[src/rtl/leg_seq.sv]
// leg_seq: multi-cycle sequencer for a tiny load/execute/write-back machine.
// Each instruction runs FETCH -> DECODE -> EXEC -> WB. The register file and
// the ALU sit outside this block, so it only drives their ports.
//
// Ports
//   clk, rst           clock, asynchronous active-low reset
//   run                level; 1 = keep executing, 0 = stop at the next boundary
//   imem_req/addr/ack  fetch handshake; imem_data = {op, arg1, arg2, dest}
//   imem_data          instruction word, valid while imem_ack=1
//   rf_raddr0/1        register read addresses (arg1[2:0] / arg2[2:0])
//   rf_rdata0/1        combinational register read data
//   alu_op/a/b, alu_y  ALU operation, operands and combinational result
//   rf_we/waddr/wdata  register write port, pulsed in WB
//   pc                 program counter (byte address)
//   halted, illegal    HALT state indicator, sticky illegal-opcode flag
module leg_seq #(
  parameter int    UUID = 0,
  parameter string NAME = ""
) (
  input  logic        clk,
  input  logic        rst,
  input  logic        run,
  output logic        imem_req,
  output logic [7:0]  imem_addr,
  input  logic        imem_ack,
  input  logic [31:0] imem_data,
  output logic [2:0]  rf_raddr0,
  output logic [2:0]  rf_raddr1,
  input  logic [7:0]  rf_rdata0,
  input  logic [7:0]  rf_rdata1,
  output logic [2:0]  alu_op,
  output logic [7:0]  alu_a,
  output logic [7:0]  alu_b,
  input  logic [7:0]  alu_y,
  output logic        rf_we,
  output logic [2:0]  rf_waddr,
  output logic [7:0]  rf_wdata,
  output logic [7:0]  pc,
  output logic        halted,
  output logic        illegal
);

  typedef enum logic [2:0] {
    StIdle, StFetch, StDecode, StExec, StWb, StHalt
  } state_e;

  state_e      state_q, state_d;
  logic [7:0]  pc_q, pc_d;
  logic [31:0] ir_q, ir_d;
  logic [7:0]  a_q, a_d;
  logic [7:0]  b_q, b_d;
  logic [7:0]  res_q, res_d;
  logic        cond_q, cond_d;
  logic        illegal_q, illegal_d;

  logic [7:0]  opcode;
  logic [7:0]  dest;
  logic        is_calc;
  logic        is_jump;
  logic        cond_eval;
  logic        wr_reg;

  assign opcode  = ir_q[31:24];
  assign dest    = ir_q[7:0];
  assign is_calc = (opcode[5:3] == 3'b000);
  assign is_jump = (opcode[5:3] == 3'b100) && (opcode[2:0] <= 3'd5);
  // Register 6 is the program counter alias: CALC into it redirects pc instead.
  assign wr_reg  = is_calc && (dest[2:0] != 3'd6);

  // Unsigned compare of the latched operands, A op B.
  always_comb begin
    cond_eval = 1'b0;
    case (opcode[2:0])
      3'd0:    cond_eval = (a_q == b_q);
      3'd1:    cond_eval = (a_q != b_q);
      3'd2:    cond_eval = (a_q <  b_q);
      3'd3:    cond_eval = (a_q <= b_q);
      3'd4:    cond_eval = (a_q >  b_q);
      3'd5:    cond_eval = (a_q >= b_q);
      default: cond_eval = 1'b0;
    endcase
  end

  // State register
  always_ff @(posedge clk or negedge rst) begin
    if (!rst) begin
      state_q <= StIdle;
    end else begin
      state_q <= state_d;
    end
  end

  // Next-state logic
  always_comb begin
    state_d = state_q;
    case (state_q)
      StIdle:   if (run) state_d = StFetch;
      StFetch:  if (imem_ack) state_d = StDecode;
      StDecode: state_d = (is_calc || is_jump) ? StExec : StHalt;
      StExec:   state_d = StWb;
      StWb:     state_d = run ? StFetch : StIdle;
      StHalt:   state_d = StHalt;
      default:  state_d = StIdle;
    endcase
  end

  // Datapath registers
  always_ff @(posedge clk or negedge rst) begin
    if (!rst) begin
      pc_q      <= '0;
      ir_q      <= '0;
      a_q       <= '0;
      b_q       <= '0;
      res_q     <= '0;
      cond_q    <= 1'b0;
      illegal_q <= 1'b0;
    end else begin
      pc_q      <= pc_d;
      ir_q      <= ir_d;
      a_q       <= a_d;
      b_q       <= b_d;
      res_q     <= res_d;
      cond_q    <= cond_d;
      illegal_q <= illegal_d;
    end
  end

  always_comb begin
    pc_d      = pc_q;
    ir_d      = ir_q;
    a_d       = a_q;
    b_d       = b_q;
    res_d     = res_q;
    cond_d    = cond_q;
    illegal_d = illegal_q;
    case (state_q)
      StFetch: begin
        if (imem_ack) ir_d = imem_data;
      end
      StDecode: begin
        a_d = opcode[7] ? ir_q[23:16] : rf_rdata0;
        b_d = opcode[6] ? ir_q[15:8]  : rf_rdata1;
        if (!(is_calc || is_jump)) illegal_d = 1'b1;
      end
      StExec: begin
        if (is_calc) res_d  = alu_y;
        else         cond_d = cond_eval;
      end
      StWb: begin
        // 8-bit add wraps modulo 256.
        if (is_calc) pc_d = wr_reg ? pc_q + 8'd4 : res_q;
        else         pc_d = cond_q ? dest : pc_q + 8'd4;
      end
      default: ;
    endcase
  end

  // Outputs
  always_comb begin
    imem_req  = (state_q == StFetch);
    imem_addr = pc_q;
    rf_raddr0 = ir_q[18:16];
    rf_raddr1 = ir_q[10:8];
    alu_op    = ir_q[26:24];
    alu_a     = '0;
    alu_b     = '0;
    rf_we     = 1'b0;
    rf_waddr  = '0;
    rf_wdata  = '0;
    pc        = pc_q;
    halted    = (state_q == StHalt);
    illegal   = illegal_q;
    if (state_q == StExec) begin
      alu_a = a_q;
      alu_b = b_q;
    end
    if ((state_q == StWb) && wr_reg) begin
      rf_we    = 1'b1;
      rf_waddr = dest[2:0];
      rf_wdata = res_q;
    end
  end

endmodule

[config.mk]
export PLATFORM = sky130hd
export DESIGN_NAME = leg_seq
export DESIGN_NICKNAME = d
export VERILOG_FILES = /design/src/rtl/leg_seq.sv
export SDC_FILE = /design/constraint.sdc
export NUM_CORES = 1
export LEC_CHECK = 0
export BUFFER_PORTS_ARGS = -buffer_cell sky130_fd_sc_hd__buf_2
export CORE_MARGIN = 3
export CORE_UTILIZATION = 45
export DETAILED_ROUTE_END_ITERATION = 10
export HOLD_SLACK_MARGIN = 0.06
export PLACE_DENSITY = 0.71
export SETUP_SLACK_MARGIN = 0.15
export SYNTH_ARGS = -nofsm -noshare
export SYNTH_HDL_FRONTEND = slang
export SYNTH_SLANG_ARGS = --single-unit
export TNS_END_PERCENT = 30
[constraint.sdc]
create_clock -name clk -period 2.3 [get_ports clk]
set_input_delay 0.46 -clock clk [delete_from_list [all_inputs] [get_ports clk]]
set_output_delay 0.46 -clock clk [all_outputs]
set_load 0.01 [all_outputs]
==> results of run 1 <==
[synthesized netlist by cell type, types with 2 or more instances]
master    count
nor2b_1       2
dfrtp_1      69
and2_1       18
nor3_4        2
mux2_2       39
nor2_1       24
nor2_4        2
and3_1        3
ha_1          9
inv_1        11
a22oi_1       3
nand2_1      15
nand2_2       2
clkbuf_1      4
nand3_1       2
buf_2         4
a21oi_1      21
a31oi_1       2
mux2i_1      16
buf_4        23
a221oi_1      4
nor3b_1       3
nor3_1       12
o21ai_0       9
o21ai_1       5
[registers in the layout, indices dropped and copies added, names as in the netlist]
signal,flops
state_q,3
illegal,1
ir_q,32
cond_q,1
res_q,8
imem_addr,8
b_q,8
a_q,8
[per-layer routing]
| metal | global-route usage, % | wire length [um] | share of wire [%] |
|---|---|---|---|
| met4 | 7.94 | 135 | 1.6 |
| met5 | 0 | 0 | 0 |
| met3 | 3.95 | 514 | 6.1 |
| met1 | 24.1 | 3500 | 41 |
| met2 | 32.1 | 4300 | 51 |
[final timing paths]
| path | start | end | slack (ns) | depth (start not counted) |
|---|---|---|---|---|
| hold / removal | rst | ir_q[4]$_DFFE_PN0P_ | 0.22 | 1 |
| hold reg to reg | illegal$_DFFE_PN0P_ | illegal$_DFFE_PN0P_ | 0.46 | 1 |
| setup / recovery | ir_q[0]$_DFFE_PN0P_ | rf_wdata[2] | 0.23 | 4 |
| setup reg to reg | a_q[5]$_DFFE_PN0P_ | cond_q$_DFFE_PN0P_ | 0.44 | 6 |
| max in group asynchronous | rst | ir_q[12]$_DFFE_PN0P_ | 1.53 | 1 |
| min in group clk | alu_y[1] | res_q[1]$_DFFE_PN0P_ | 0.33 | 2 |
[cells by family after synthesis]
| group | Yosys count |
|---|---|
| buffers and inverters | 42 |
| and+or+nand+nor | 94 |
| xor gates and xnor gates | 2 |
| AOI/OAI and AO/OA | 57 |
| muxes | 55 |
| DFF | 69 |
| adders and majority gates | 9 |
[worst reg2reg max path, stage by stage (launching register included)]
cell and delay (ns):
dfrtp_1 0.42, ha_1 0.34, nand4_2 0.16, nor3_4 0.28, a22oi_2 0.07, or3_1 0.31
a31oi_1 0.19
[repair_timing]
action	in CTS	in global routing
buffers inserted	0	3
cloned	0	0
hold endpoints to repair	0	0
resized for setup	2	3
endpoints found under the setup margin	10	18
pin swaps	0	1
[area by class of cell]
| cell class | count | area [sq um] |
|---|---|---|
| fillers | 726 | 3330 |
| flip-flops and latches | 69 | 1730 |
| multi-input cells | 217 | 1660 |
| repair buffers | 126 | 658 |
| well taps | 102 | 128 |
| clock buffers | 9 | 124 |
| clock inverters | 7 | 98.8 |
| inverters | 11 | 41.3 |
[through the flow]
step / instances / instance area [sq um] / worst slack, ns / power [mW] / hold slack, ns
2_1_floorplan: 328 / 3610 / 0.516 / 4.35 / 0.164
3_3_place_gp: 522 / 4180 / 0.495 / 4.92 / 0.439
3_5_place_dp: 522 / 4180 / 0.443 / 5.03 / 0.443
4_1_cts: 538 / 4410 / 0.183 / 6.18 / 0.253
5_1_grt: 541 / 4440 / 0.162 / 6.64 / 0.292
6_report: 541 / 4440 / 0.229 / 6.17 / 0.222
[power by group through the flow]
stage                     sequential [mW]  combinational, mW  clock, mW
final                                2.36               2.70       1.11
after global routing                 2.46               3.01       1.18
after CTS                            2.36               2.70       1.13
after detailed placement             2.38               2.65          0
after global placement               2.33               2.59          0
after floorplan                      2.19               2.16          0
==> metrics.cfg, run 1 <==
[synth]
synth_top_area_cell=dfrtp_1
synth-edff-count=0
synth-seq-cells=69
synth_area_leaders=dfrtp_1 (48%), mux2_2 (12%), buf_4 (4.8%), mux2i_1 (4.4%), and2_1 (3.1%)
avgSynthCellArea_sq_um=11.0
synth-simple-area-share_pct=14.8
synth_seq_area_share_pct=47.8
synth_top_area_share_pct=47.8
yosysWarnings=0
netlist-cell-type-count=49
syn_area_sq_um=3610
synth_mux_area_share_pct=16.6
synthAdderAreaFrac_pct=3.12
synth_xor_area_share_pct=0.485
synth_ff_type=dfrtp_1
async_reset_ff_share_pct=100
synth_cells=328
synth_top_family_by_area=multiplexers
synthesis.nets=397
synth_compound_area_share_pct=10.4

[setup_path]
arrival_ns=1.61
start_kind=register
cpMaxStageDelayCell=dfrtp_1
end_kind=primary output
max_stage_delay_ns=0.40
critPathRequiredTime_ns=1.84
worstPathCellList=nand3b_2, and3_4, and2_1, buf_2
critPathMaxFanout=13
worst-setup-path-type=reg2out
cp_num_buf_inv=1
crit_family=simple AND/OR/NAND/NOR gates

[pwr]
power.switching_mw=2.41
p_sw_share_pct=39.0
power-per-cell-area_nw_per_um2=1390
clkPwrFrac_pct=18.0
ir_drop_uv=643
power.share.sequential_pct=38.2
power.leakage_nw=2.19
power.internal_mw=3.76
p_comb_share_pct=43.7

[cells_and_area]
drive_above_1_share_pct=45.3
layout.nets=503
area_growth_pct=22.9
final_cell_mix=buf_2 (114), dfrtp_1 (69), mux2_2 (39)
num_antenna_cells=0
utilization_pct=57.2
mostFrequentLayoutCell=buf_2

[route]
firstDrtPassIters=4
num_vias=2848
antenna_left=0
wl_mm=8.44
via_per_inst=5.26
drc_errors=0
first_iter_violations=133
wl_per_cell_um=15.6

[clock_network]
cts_tree=built
htreeDepth=3
clkSlewWorstSetupHoldPaths_ns=0.08
clock_latency_ns=0.35
ctsHoldBuffers=0
cts_sinks=69
cts_inserted_buffers=9
clock-root-buffer=clkbuf_8
clock_tree.buffer_depth=2

[global_route]
grtUsageTotal_pct=19.2
grt_antenna_before_repair=0
grt_start_max_net_pins=70
overflow=0
grt_pass1_wl_mm=13.3
first_global_vias=2758

[placed_design]
place_congestion=0.873
port_buffers=115
dp_hpwl_mm=6.18

[floorplan]
die_x_um=95.6
start_util_pct=46.5
core-area_sq_um=7770
rows=32
ios=116
die_h_um=95.6
dieArea_sq_um=9140

[sta]
min_period_over_period_pct=90.1
skew_ns=0.00829
fin_setup_tns_ns=0
slew_viol_final=0
max_freq_mhz=483
relSlewSlack_pct=43.0
period_minus_slack_ns=2.07
tightest_slew_ns=0.855
grt_setup_unrepaired=no
finalHoldViolations=0
setup_viol=0

[flow_run]
drv_cap=0

[outcome]
outcome=finished clean

[worst_hold_path]
min_path_type=in2async

Note: power is estimated with default switching activity, not from simulation.
==> run 2: changes to the inputs <==
--- a/config.mk
+++ b/config.mk
@@ -7,10 +7,10 @@
 export LEC_CHECK = 0
 export BUFFER_PORTS_ARGS = -buffer_cell sky130_fd_sc_hd__buf_2
 export CORE_MARGIN = 3
-export CORE_UTILIZATION = 45
+export CORE_UTILIZATION = 35
 export DETAILED_ROUTE_END_ITERATION = 10
 export HOLD_SLACK_MARGIN = 0.06
-export PLACE_DENSITY = 0.71
+export PLACE_DENSITY = 0.59
 export SETUP_SLACK_MARGIN = 0.15
 export SYNTH_ARGS = -nofsm -noshare
 export SYNTH_HDL_FRONTEND = slang
==> run 2 against run 1 <==
Compared with the run above: sequential cell count unchanged; first-iteration DRC count fell by 24%; clock power is 9% lower; sequential share of layout area fell by 0.20 points; critical path type unchanged.
==> metrics.cfg, run 2 (synthesis gave the netlist of run 1 again) <==
[sta]
fin_setup_tns_ns=0  ; unchanged
period_minus_slack_ns=2.06  ; was 2.07 ns
timing.hold.ws_ns=0.346  ; was 0.222 ns
min_period_over_period_pct=89.4  ; was 90.1%
tightest_slew_ns=0.471  ; was 0.855 ns
skew_ns=0.00841  ; was 0.00829 ns
slew_viol_final=0  ; unchanged
setup_viol=0  ; unchanged
grt_setup_unrepaired=yes  ; was no
max_freq_mhz=486  ; was 483 MHz
finalHoldViolations=0  ; unchanged
relSlewSlack_pct=68.6  ; was 43.0%

[global_route]
grtUsageTotal_pct=15.1  ; was 19.2%
grt_pass1_wl_mm=13.6  ; was 13.3 mm
grt_antenna_before_repair=0  ; unchanged
first_global_vias=2778  ; was 2758
grt_start_max_net_pins=41  ; was 70
overflow=0  ; unchanged

[setup_path]
max_stage_delay_ns=0.41  ; was 0.40 ns
regToRegSetupSlack_ns=0.48  ; was 0.44 ns
critPathMaxFanout=13  ; unchanged
rr_startpoint=b_q[7]$_DFFE_PN0P_  ; was a_q[5]$_DFFE_PN0P_
worst-setup-path-type=reg2out  ; unchanged
worstPathCellList=nand3b_2, and3_4, and2_1, buf_2  ; unchanged
cpMaxStageDelayCell=dfrtp_1  ; unchanged
start_kind=register  ; unchanged
arrival_ns=1.60  ; was 1.61 ns
critPathRequiredTime_ns=1.84  ; about the same
crit_path_start=ir_q[0]$_DFFE_PN0P_  ; unchanged
end_kind=primary output  ; unchanged

[pwr]
power-per-cell-area_nw_per_um2=1350  ; was 1390 nW/um^2
ir_drop_uv=456  ; was 643 uV
power.leakage_nw=2.16  ; was 2.19 nW
total_power_mw=6.01  ; was 6.17 mW

[placed_design]
dp_hpwl_mm=6.40  ; was 6.18 mm
port_buffers=115  ; unchanged
place_congestion=0.793  ; was 0.873
placed_area_sq_um=4240  ; was 4180 sq um

[worst_hold_path]
hold_start=imem_data[17]
min_path_type=in2reg  ; was in2async

[cells_and_area]
final_cell_mix=buf_2 (114), dfrtp_1 (69), mux2_2 (39)  ; unchanged
area_growth_pct=23.5  ; was 22.9%
largest_register=ir_q  ; unchanged
fillers=1031  ; was 726
multiInputGateArea_sq_um=1650  ; was 1660 sq um
mostFrequentLayoutCell=buf_2  ; unchanged
design_area_sq_um=4460  ; was 4440 sq um
num_antenna_cells=0  ; unchanged
layout.nets=501  ; was 503
drive_above_1_share_pct=44.4  ; was 45.3%
largest_register_ffs=32  ; unchanged
seqCellArea_sq_um=1730  ; unchanged

[clock_network]
clkSlewWorstSetupHoldPaths_ns=0.08  ; about the same
clock-root-buffer=clkbuf_8  ; unchanged
cts_tree=built  ; unchanged
cts_inserted_buffers=9  ; unchanged
clock_latency_ns=0.34  ; was 0.35 ns
clock_tree.buffer_depth=2  ; unchanged
cts_setup_buffers=0  ; unchanged
htreeDepth=3  ; unchanged
cts_sinks=69  ; unchanged

[route]
firstDrtPassIters=4  ; unchanged
first_iter_violations=101  ; was 133
drc_errors=0  ; unchanged
wl_per_cell_um=14.9  ; was 15.6 um
num_vias=2775  ; was 2848
antenna_left=0  ; unchanged
wl_mm=8.52  ; was 8.44 mm
via_per_inst=4.87  ; was 5.26

[floorplan]
die_x_um=108  ; was 95.6 um
rows=36  ; was 32
die_h_um=108  ; was 95.6 um
dieArea_sq_um=11600  ; was 9140 sq um
core-area_sq_um=9910  ; was 7770 sq um
ios=116  ; unchanged
start_util_pct=36.5  ; was 46.5%

[flow_run]
drv_cap=0  ; unchanged

[outcome]
outcome=finished clean  ; unchanged

## run 2: cell types whose count changed in the layout (fill, tap and decap cells not counted), moves of 2 or more
cell        change
clkinvlp_4      +3
buf_12          +2
buf_4           -4
clkinv_4        -2
## run 2: per-layer routing
metal	track usage, %	routed length, um	vias up
met5	0	0	-
li1	-	-	1351
met2	23.7	4030	76
met4	5.95	123	0
met1	19.7	3830	1337
met3	4.50	539	11
## run 2: layout make-up
type	instances	share of cell area, %
well taps	133	3.73
clock inverters	5	1.35
repair buffers	124	15.1
clock buffers	11	3.17
flip-flops and latches	69	38.7
inverters	11	0.925
multi-input cells	217	37.1
## run 2: metrics by stage
stage                     std cells  utilization (%)  setup WS [ns]
after floorplan                 328                -          0.516
after global placement          553             42.8          0.493
after detailed placement        553             42.8          0.430
after CTS                       570             45.0          0.197
after global routing            570             45.0          0.131
final                           570             45.0          0.244
## run 2: worst paths after layout
kind | depth (start not counted) | to
setup reg to reg | 7 | cond_q$_DFFE_PN0P_
setup / recovery | 4 | rf_wdata[5]
min in group asynchronous | 2 | imem_addr[6]$_DFFE_PN0N_
hold reg to reg | 1 | illegal$_DFFE_PN0P_
max in group asynchronous | 3 | a_q[2]$_DFFE_PN0P_
hold / removal | 2 | ir_q[17]$_DFFE_PN0P_
## run 2: worst max-delay path: cells and delay by family, from the launching register on
family / cells / cell delay, ns
and+or+nand+nor: 3 / 0.71
buffers and inverters: 1 / 0.13
DFF: 1 / 0.41
## run 2: what timing repair did
action                     4_1_cts  5_1_grt
hold endpoints to repair        22        0
resized for setup                2        1
hold buffers                     1        0
setup endpoints to repair       11       11
## run 2: power by group
group / leakage [nW] / switching [mW] / internal (mW) / total, mW
logic: 1.27 / 1.33 / 1.33 / 2.66
clock network: 0.0878 / 0.477 / 0.531 / 1.01
registers: 0.800 / 0.541 / 1.81 / 2.35
